`config.mk`:
```
export PLATFORM = sky130hd
export DESIGN_NAME = loop_controller_flat
export DESIGN_NICKNAME = d
export VERILOG_FILES = /design/src/rtl/loop_controller_pkg.sv /design/src/rtl/loop_controller_if.sv /design/src/rtl/loop_controller_stack.sv /design/src/rtl/loop_controller.sv /design/src/flat_wrapper.sv
export VERILOG_INCLUDE_DIRS = /design/src /design/src/rtl
export SDC_FILE = /design/constraint.sdc
export NUM_CORES = 1
export LEC_CHECK = 0
export ABC_AREA = 1
export CORE_MARGIN = 2
export CORE_UTILIZATION = 43
export CTS_BUF_LIST = sky130_fd_sc_hd__clkbuf_16
export DETAILED_ROUTE_END_ITERATION = 8
export PLACE_DENSITY_LB_ADDON = 0.3
export SYNTH_ARGS = -nofsm -noshare
export SYNTH_HDL_FRONTEND = slang
export SYNTH_SLANG_ARGS = --single-unit
```
`constraint.sdc`:
```
create_clock -name clk_i -period 3.3 [get_ports clk_i]
set_input_delay 0.99 -clock clk_i [delete_from_list [all_inputs] [get_ports clk_i]]
set_output_delay 0.99 -clock clk_i [all_outputs]
set_load 0.01 [all_outputs]
```
`src/rtl/senior_defines.vh`:
```
// Shared width definitions for the senior core; every loop-controller file includes this.
`ifndef SENIOR_DEFINES_VH
`define SENIOR_DEFINES_VH

`define SENIOR_NATIVE_WIDTH 16
`define SENIOR_LC_ADDR_W    `SENIOR_NATIVE_WIDTH
`define SENIOR_LC_CNT_W     `SENIOR_NATIVE_WIDTH

`endif

```
`src/rtl/loop_controller_pkg.sv`:
```
// Shared types and constants for the hardware loop controller.
// Optional macro SENIOR_LC_NESTING_EN selects full nesting depth; otherwise a single loop level.
`include "senior_defines.vh"

package loop_controller_pkg;

    localparam int LC_ADDR_W  = `SENIOR_LC_ADDR_W;
    localparam int LC_CNT_W   = `SENIOR_LC_CNT_W;
    localparam int LC_LEVEL_W = 3;

    typedef enum logic {
        LC_IDLE   = 1'b0,
        LC_ACTIVE = 1'b1
    } lc_state_t;

    // Number of loop entries actually implemented for a requested depth.
    function automatic int lc_eff_depth(input int depth);
`ifdef SENIOR_LC_NESTING_EN
        return depth;
`else
        return (depth > 0) ? 1 : 1;
`endif
    endfunction

endpackage

```
`src/rtl/loop_controller_if.sv`:
```
// Decoder / fetch / flow-control signal bundle of the hardware loop controller.
`include "senior_defines.vh"

interface loop_controller_if
    import loop_controller_pkg::*;
#(
    parameter int nat_w = `SENIOR_NATIVE_WIDTH
);
    logic                  lc_start_i;
    logic [nat_w-1:0]      lc_count_i;
    logic [nat_w-1:0]      lc_start_addr_i;
    logic [nat_w-1:0]      lc_end_addr_i;
    logic [nat_w-1:0]      pc_i;
    logic                  pc_valid_i;
    logic                  lc_clear_i;
    logic                  lc_loopb_req_o;
    logic [nat_w-1:0]      lc_pc_loopb_o;
    logic                  lc_active_o;
    logic [LC_LEVEL_W-1:0] lc_level_o;
    logic                  lc_err_o;

    modport master (
        output lc_start_i, lc_count_i, lc_start_addr_i, lc_end_addr_i,
               pc_i, pc_valid_i, lc_clear_i,
        input  lc_loopb_req_o, lc_pc_loopb_o, lc_active_o, lc_level_o, lc_err_o
    );

    modport slave (
        input  lc_start_i, lc_count_i, lc_start_addr_i, lc_end_addr_i,
               pc_i, pc_valid_i, lc_clear_i,
        output lc_loopb_req_o, lc_pc_loopb_o, lc_active_o, lc_level_o, lc_err_o
    );
endinterface

```
`src/rtl/loop_controller_stack.sv`:
```
// LIFO of loop entries {start, end, remaining}; top entry is readable combinationally.
// Pop and push in one cycle replace the top; decrement applies only to the current top.
`include "senior_defines.vh"

module lc_loop_stack
    import loop_controller_pkg::*;
#(
    parameter int addr_w = LC_ADDR_W,
    parameter int cnt_w  = LC_CNT_W,
    parameter int depth  = 4
) (
    input  logic                       clk_i,
    input  logic                       reset_i,
    input  logic                       clear_i,
    input  logic                       push_i,
    input  logic                       pop_i,
    input  logic                       dec_i,
    input  logic [addr_w-1:0]          push_start_i,
    input  logic [addr_w-1:0]          push_end_i,
    input  logic [cnt_w-1:0]           push_count_i,
    output logic [addr_w-1:0]          top_start_o,
    output logic [addr_w-1:0]          top_end_o,
    output logic [cnt_w-1:0]           top_rem_o,
    output logic [$clog2(depth+1)-1:0] level_o
);
    localparam int LVL_W = $clog2(depth + 1);
    localparam int IDX_W = (depth > 1) ? $clog2(depth) : 1;

    logic [addr_w-1:0] start_mem [depth];
    logic [addr_w-1:0] end_mem   [depth];
    logic [cnt_w-1:0]  rem_mem   [depth];

    logic [LVL_W-1:0] level_reg, level_next;
    logic [IDX_W-1:0] top_idx, wr_idx;
    logic [depth-1:0] wr_slot, dec_slot;
    logic             empty;

    assign empty   = (level_reg == '0);
    assign top_idx = IDX_W'(level_reg - 1'b1);
    // A same-cycle pop frees the top slot, so the new entry overwrites it.
    assign wr_idx  = pop_i ? top_idx : IDX_W'(level_reg);

    for (genvar gi = 0; gi < depth; gi++) begin : g_slot
        assign wr_slot[gi]  = push_i && (wr_idx == IDX_W'(gi));
        assign dec_slot[gi] = dec_i && !empty && (top_idx == IDX_W'(gi));
    end

    always_comb begin
        level_next = level_reg;
        if (clear_i) begin
            level_next = '0;
        end else begin
            case ({push_i, pop_i})
                2'b10:   level_next = level_reg + 1'b1;
                2'b01:   level_next = level_reg - 1'b1;
                default: level_next = level_reg;
            endcase
        end
    end

    always_ff @(posedge clk_i) begin
        if (reset_i) begin
            level_reg <= '0;
        end else begin
            level_reg <= level_next;
        end
    end

    always_ff @(posedge clk_i) begin
        for (int i = 0; i < depth; i++) begin
            if (wr_slot[i]) begin
                start_mem[i] <= push_start_i;
                end_mem[i]   <= push_end_i;
                rem_mem[i]   <= push_count_i;
            end else if (dec_slot[i]) begin
                rem_mem[i]   <= rem_mem[i] - 1'b1;
            end
        end
    end

    assign top_start_o = empty ? '0 : start_mem[top_idx];
    assign top_end_o   = empty ? '0 : end_mem[top_idx];
    assign top_rem_o   = empty ? '0 : rem_mem[top_idx];
    assign level_o     = level_reg;

endmodule

```
`src/rtl/loop_controller.sv`:
```
// Zero-overhead hardware loop controller: end-address match, loop-back request, nesting LIFO.
// Define SENIOR_LC_NESTING_EN for lc_depth nesting levels; default build holds a single loop.
`include "senior_defines.vh"

module loop_controller
    import loop_controller_pkg::*;
#(
    parameter int nat_w    = `SENIOR_NATIVE_WIDTH,
    parameter int lc_depth = 4
) (
    input  logic             clk_i,
    input  logic             reset_i,
    loop_controller_if.slave lc_bus
);
    localparam int EFF_DEPTH = lc_eff_depth(lc_depth);
    localparam int LVL_W     = $clog2(EFF_DEPTH + 1);

    lc_state_t state_reg, state_next;

    logic [nat_w-1:0] top_start, top_end, top_rem;
    logic [LVL_W-1:0] stk_level;

    logic is_active, end_match, last_pass, full;
    logic start_ok, count_zero;
    logic loopb_req, push, pop, dec, err;

    lc_loop_stack #(
        .addr_w (nat_w),
        .cnt_w  (nat_w),
        .depth  (EFF_DEPTH)
    ) u_stack (
        .clk_i        (clk_i),
        .reset_i      (reset_i),
        .clear_i      (lc_bus.lc_clear_i),
        .push_i       (push),
        .pop_i        (pop),
        .dec_i        (dec),
        .push_start_i (lc_bus.lc_start_addr_i),
        .push_end_i   (lc_bus.lc_end_addr_i),
        .push_count_i (lc_bus.lc_count_i),
        .top_start_o  (top_start),
        .top_end_o    (top_end),
        .top_rem_o    (top_rem),
        .level_o      (stk_level)
    );

    always_ff @(posedge clk_i) begin
        if (reset_i) begin
            state_reg <= LC_IDLE;
        end else begin
            state_reg <= state_next;
        end
    end

    always_comb begin
        state_next = state_reg;
        is_active  = (state_reg == LC_ACTIVE);
        end_match  = is_active && lc_bus.pc_valid_i && (lc_bus.pc_i == top_end);
        last_pass  = (top_rem == nat_w'(1));
        full       = (stk_level == LVL_W'(EFF_DEPTH));
        count_zero = (lc_bus.lc_count_i == '0);

        // Loop-back request follows the current state even when a flush is pending.
        loopb_req  = end_match && !last_pass;
        pop        = end_match && last_pass && !lc_bus.lc_clear_i;
        dec        = end_match && !last_pass && !lc_bus.lc_clear_i;

        start_ok   = lc_bus.lc_start_i && !lc_bus.lc_clear_i && !reset_i;
        err        = start_ok && (count_zero || (full && !pop));
        push       = start_ok && !count_zero && !(full && !pop);

        if (lc_bus.lc_clear_i) begin
            state_next = LC_IDLE;
        end else if (push) begin
            state_next = LC_ACTIVE;
        end else if (pop && (stk_level == LVL_W'(1))) begin
            state_next = LC_IDLE;
        end
    end

    assign lc_bus.lc_loopb_req_o = loopb_req;
    assign lc_bus.lc_pc_loopb_o  = is_active ? top_start : '0;
    assign lc_bus.lc_active_o    = is_active;
    assign lc_bus.lc_level_o     = LC_LEVEL_W'(stk_level);
    assign lc_bus.lc_err_o       = err;

endmodule

```
`src/flat_wrapper.sv`:
```
// flat-port wrapper written by rule: the top's interface ports become plain ports
module loop_controller_flat import loop_controller_pkg::*;
#(
    parameter int nat_w    = `SENIOR_NATIVE_WIDTH,
    parameter int lc_depth = 4
)
  (clk_i, reset_i, lc_bus_lc_start_i, lc_bus_lc_count_i, lc_bus_lc_start_addr_i, lc_bus_lc_end_addr_i, lc_bus_pc_i, lc_bus_pc_valid_i, lc_bus_lc_clear_i, lc_bus_lc_loopb_req_o, lc_bus_lc_pc_loopb_o, lc_bus_lc_active_o, lc_bus_lc_level_o, lc_bus_lc_err_o);
  loop_controller_if #(.nat_w(nat_w)) lc_bus_i ();
  input  logic clk_i;
  input  logic reset_i;
  input wire logic [$bits(lc_bus_i.lc_start_i)-1:0] lc_bus_lc_start_i;
  input wire logic [$bits(lc_bus_i.lc_count_i)-1:0] lc_bus_lc_count_i;
  input wire logic [$bits(lc_bus_i.lc_start_addr_i)-1:0] lc_bus_lc_start_addr_i;
  input wire logic [$bits(lc_bus_i.lc_end_addr_i)-1:0] lc_bus_lc_end_addr_i;
  input wire logic [$bits(lc_bus_i.pc_i)-1:0] lc_bus_pc_i;
  input wire logic [$bits(lc_bus_i.pc_valid_i)-1:0] lc_bus_pc_valid_i;
  input wire logic [$bits(lc_bus_i.lc_clear_i)-1:0] lc_bus_lc_clear_i;
  output wire logic [$bits(lc_bus_i.lc_loopb_req_o)-1:0] lc_bus_lc_loopb_req_o;
  output wire logic [$bits(lc_bus_i.lc_pc_loopb_o)-1:0] lc_bus_lc_pc_loopb_o;
  output wire logic [$bits(lc_bus_i.lc_active_o)-1:0] lc_bus_lc_active_o;
  output wire logic [$bits(lc_bus_i.lc_level_o)-1:0] lc_bus_lc_level_o;
  output wire logic [$bits(lc_bus_i.lc_err_o)-1:0] lc_bus_lc_err_o;
  assign lc_bus_i.lc_start_i = lc_bus_lc_start_i;
  assign lc_bus_i.lc_count_i = lc_bus_lc_count_i;
  assign lc_bus_i.lc_start_addr_i = lc_bus_lc_start_addr_i;
  assign lc_bus_i.lc_end_addr_i = lc_bus_lc_end_addr_i;
  assign lc_bus_i.pc_i = lc_bus_pc_i;
  assign lc_bus_i.pc_valid_i = lc_bus_pc_valid_i;
  assign lc_bus_i.lc_clear_i = lc_bus_lc_clear_i;
  assign lc_bus_lc_loopb_req_o = lc_bus_i.lc_loopb_req_o;
  assign lc_bus_lc_pc_loopb_o = lc_bus_i.lc_pc_loopb_o;
  assign lc_bus_lc_active_o = lc_bus_i.lc_active_o;
  assign lc_bus_lc_level_o = lc_bus_i.lc_level_o;
  assign lc_bus_lc_err_o = lc_bus_i.lc_err_o;
  loop_controller #(.nat_w(nat_w), .lc_depth(lc_depth)) u_core (.clk_i(clk_i), .reset_i(reset_i), .lc_bus(lc_bus_i));
endmodule
```
==> results_dict.tcl <==
set metrics [dict create \
    layout_commonest_cell "buf_4" \
    p_comb_share_pct 21.2 \
    final_cell_mix "buf_4 (133), nand2_1 (75), clkdlybuf4s50_1 (69), inv_1 (60), nor2_1 (50)" \
    yosysSeqAreaShare_pct 47.8 \
    cts_buffer_depth 2 \
    maxCapViolCount 0 \
    p_int_mw 1.19 \
    ioPinCount 91 \
    ant_nets 0 \
    yosysTopAreaCellShare_pct 46.5 \
    fill_cells 341 \
    synth.avg_cell_area_um2 7.90 \
    fin_util_pct 83.0 \
    rows 30 \
    cts_tree "done" \
    die_area_um2 7900 \
    path_class "in2out" \
    timing.fmax_mhz 280 \
    cp_cell_sequence "buf_2, nand2_1, nand2_1, nor2_4, nand2_2, nor2_4, nand3_4, nor3_4, inv_1, ha_2, inv_2, a21oi_2, buf_2" \
    cts_buffers 5 \
    finalHoldViolCount 0 \
    timing.rr.start "u_core.u_stack.level_o" \
    max_slew_margin_pct 41.0 \
    powerDensity_nw_per_um2 289 \
    initial_utilization_pct 45.1 \
    cts_max_level 2 \
    startpoint "lc_bus_pc_i[4]" \
    fin_nets 695 \
    finalSetupViolations 19 \
    worstMarginPinSlew_ns 0.877 \
    register_area_um2 1480 \
    p_leak_nw 2.61 \
    first_global_vias 4102 \
    num_vias 4266 \
    end_kind "output port" \
    grt_overflow 0 \
    worstPathMaxFanout 2 \
    startpoint_type "input pin" \
    wl_per_cell_um 23.6 \
    clock-skew-final_ns 0.0221 \
    synthTopCellsByArea "edfxtp_1 (47%), nand2_1 (14%), inv_1 (9.0%)" \
    clkPwrFrac_pct 34.3 \
    multi_input_area_um2 1560 \
    critPathMaxStageDelay_ns 0.23 \
    rsz0062_at_grt "yes" \
    yosys_warnings 0 \
    final_layout_size_suffix_gt1_share_pct 42.9 \
    grt_pass1_wl_um 21600 \
    grt_max_degree 33 \
    die_y_um 88.9 \
    clkLatencyLatePin_ns 0.31 \
    grtUsageTotal_pct 38.5 \
    drt_first_pass_iters 7 \
    ys_ff_latch 50 \
    drc 0 \
    peakVddDrop_mv 0.288 \
    swShare_pct 27.5 \
    fin_total_pwr_mw 1.64 \
    clock-sinks 50 \
    fin_crit_sh_pct 108 \
    gp_congestion 0.853 \
    synth_cell_types 29 \
    fin_ws_ns -0.277 \
    status "complete, but fails checks" \
    io_buffers 88 \
    cp.arrival_ns 2.59 \
    hold_slack_ns 0.671 \
    synth_top_area_cell "edfxtp_1" \
    clk_pin_slew_ns 0.07 \
    routed_wl_um 17100 \
    cp.required_ns 2.31 \
    viasPerCell 5.91 \
    clockRootBuffer "clkbuf_16" \
    synthesis.instances 392 \
    crit_buf_inv 4 \
    power_switching_mw 0.452 \
    finalCriticalPeriod_ns 3.58 \
    drv_slew 0 \
    violations "setup timing" \
    path_delay_family "simple AND/OR/NAND/NOR gates" \
    ctsHoldBuffers 0 \
    dp_hpwl_um 5560 \
    min_from "u_core.u_stack.rem_mem[0][9]" \
    netlist_area_um2 3100 \
    p_seq_share_pct 44.5 \
    slowest_stage "nor2_4" \
    syn2layout_area_growth_pct 84.0 \
    antenna_found_initial 1 \
    core_area_um2 6870 \
    hold_class "reg2reg" \
    die_w_um 88.9 \
    drtIter0Drc 944 \
]
per-layer routing:
layer | track usage (%) | vias to the layer above | share of wire, %
li1 | - | 1695 | -
met1 | 39.3 | 1857 | 30
met2 | 62.1 | 481 | 42
met3 | 17.0 | 229 | 16
met4 | 28.8 | 4 | 12
met5 | 0 | - | 0.42
flip-flops by register name, summed over array words and instances (netlist names):
register                   flops
u_core.lc_bus.lc_active_o      1
u_core.u_stack.end_mem        16
u_core.u_stack.level_o         1
u_core.u_stack.rem_mem        16
u_core.u_stack.start_mem      16
cell usage after synthesis (all sizes together):
| cell type | count |
|---|---|
| nand2 | 114 |
| and2 | 1 |
| clkbuf | 1 |
| nand4 | 12 |
| a21boi | 1 |
| dfxtp | 2 |
| conb | 1 |
| xnor2 | 4 |
| ha | 3 |
| nor2 | 62 |
| nand3b | 3 |
| inv | 75 |
| buf | 9 |
| xor2 | 5 |
| nand3 | 26 |
| o21a | 1 |
| edfxtp | 48 |
| o21ai | 16 |
| nor3 | 5 |
| a21oi | 3 |
final timing paths:
kind | endpoint | slack (ns) | cells after the start
setup reg to reg | u_core.u_stack.rem_mem[0][1] | -0.14 | 21
hold / removal | u_core.u_stack.rem_mem[0][9] | 0.67 | 2
hold reg to reg | u_core.u_stack.rem_mem[0][9] | 0.67 | 2
setup / recovery | lc_bus_lc_err_o | -0.28 | 13
power groups by stage:
| stage | registers (mW) | clock network (mW) | logic (mW) |
|---|---|---|---|
| 2_1_floorplan | 0.738 | 0 | 0.0754 |
| 3_3_place_gp | 0.739 | 0 | 0.190 |
| 3_5_place_dp | 0.740 | 0 | 0.194 |
| 4_1_cts | 0.726 | 0.543 | 0.268 |
| 5_1_grt | 0.732 | 0.582 | 0.365 |
| 6_report | 0.732 | 0.564 | 0.348 |
cell families (layout without fill, tap and decap cells):
| kind of cell | after synthesis | after routing | synth area share, % |
|---|---|---|---|
| AO/OA/AOI/OAI | 21 | 21 | 4.89 |
| other | 1 | 4 | 0.121 |
| buffers and inverters | 85 | 316 | 12.1 |
| AND/OR/NAND/NOR | 223 | 223 | 31.3 |
| flip-flops | 50 | 50 | 47.8 |
| adder cells (fa/ha/maj) | 3 | 3 | 1.21 |
| XOR/XNOR | 9 | 9 | 2.54 |
tightest hold or removal path: stages, from the launching register on:
cell and delay [ns]:
edfxtp_1 0.36, xor2_1 0.09, o21ai_2 0.12
area by class of cell:
type | instances | share of cell area [%]
Tap cell | 96 | 2.11
Timing Repair Buffer | 233 | 36.5
Antenna cell | 2 | 0.0878
Inverter | 75 | 5.22
Clock buffer | 5 | 2.19
Sequential cell | 50 | 26.0
Clock inverter | 3 | 0.505
Multi-Input combinational cell | 258 | 27.3
what timing repair did:
action                     in CTS  in global routing
pin swaps                      34                 37
setup endpoints to repair      52                 68
setup buffers                 130                 11
gates cloned                    0                  2
gates resized for setup        95                105
metrics by stage:
step / TNS [ns] / cell area [um2] / setup WS [ns] / std cells
after floorplan: 0 / 3110 / 0.142 / 393
after global placement: -16.46 / 4290 / -0.799 / 596
after detailed placement: -21.56 / 4290 / -0.848 / 596
after CTS: -0.0285 / 5420 / -0.0285 / 734
after global routing: -3.00 / 5700 / -0.332 / 720
final: -1.85 / 5700 / -0.277 / 722
(Power assumes the default switching activity.)
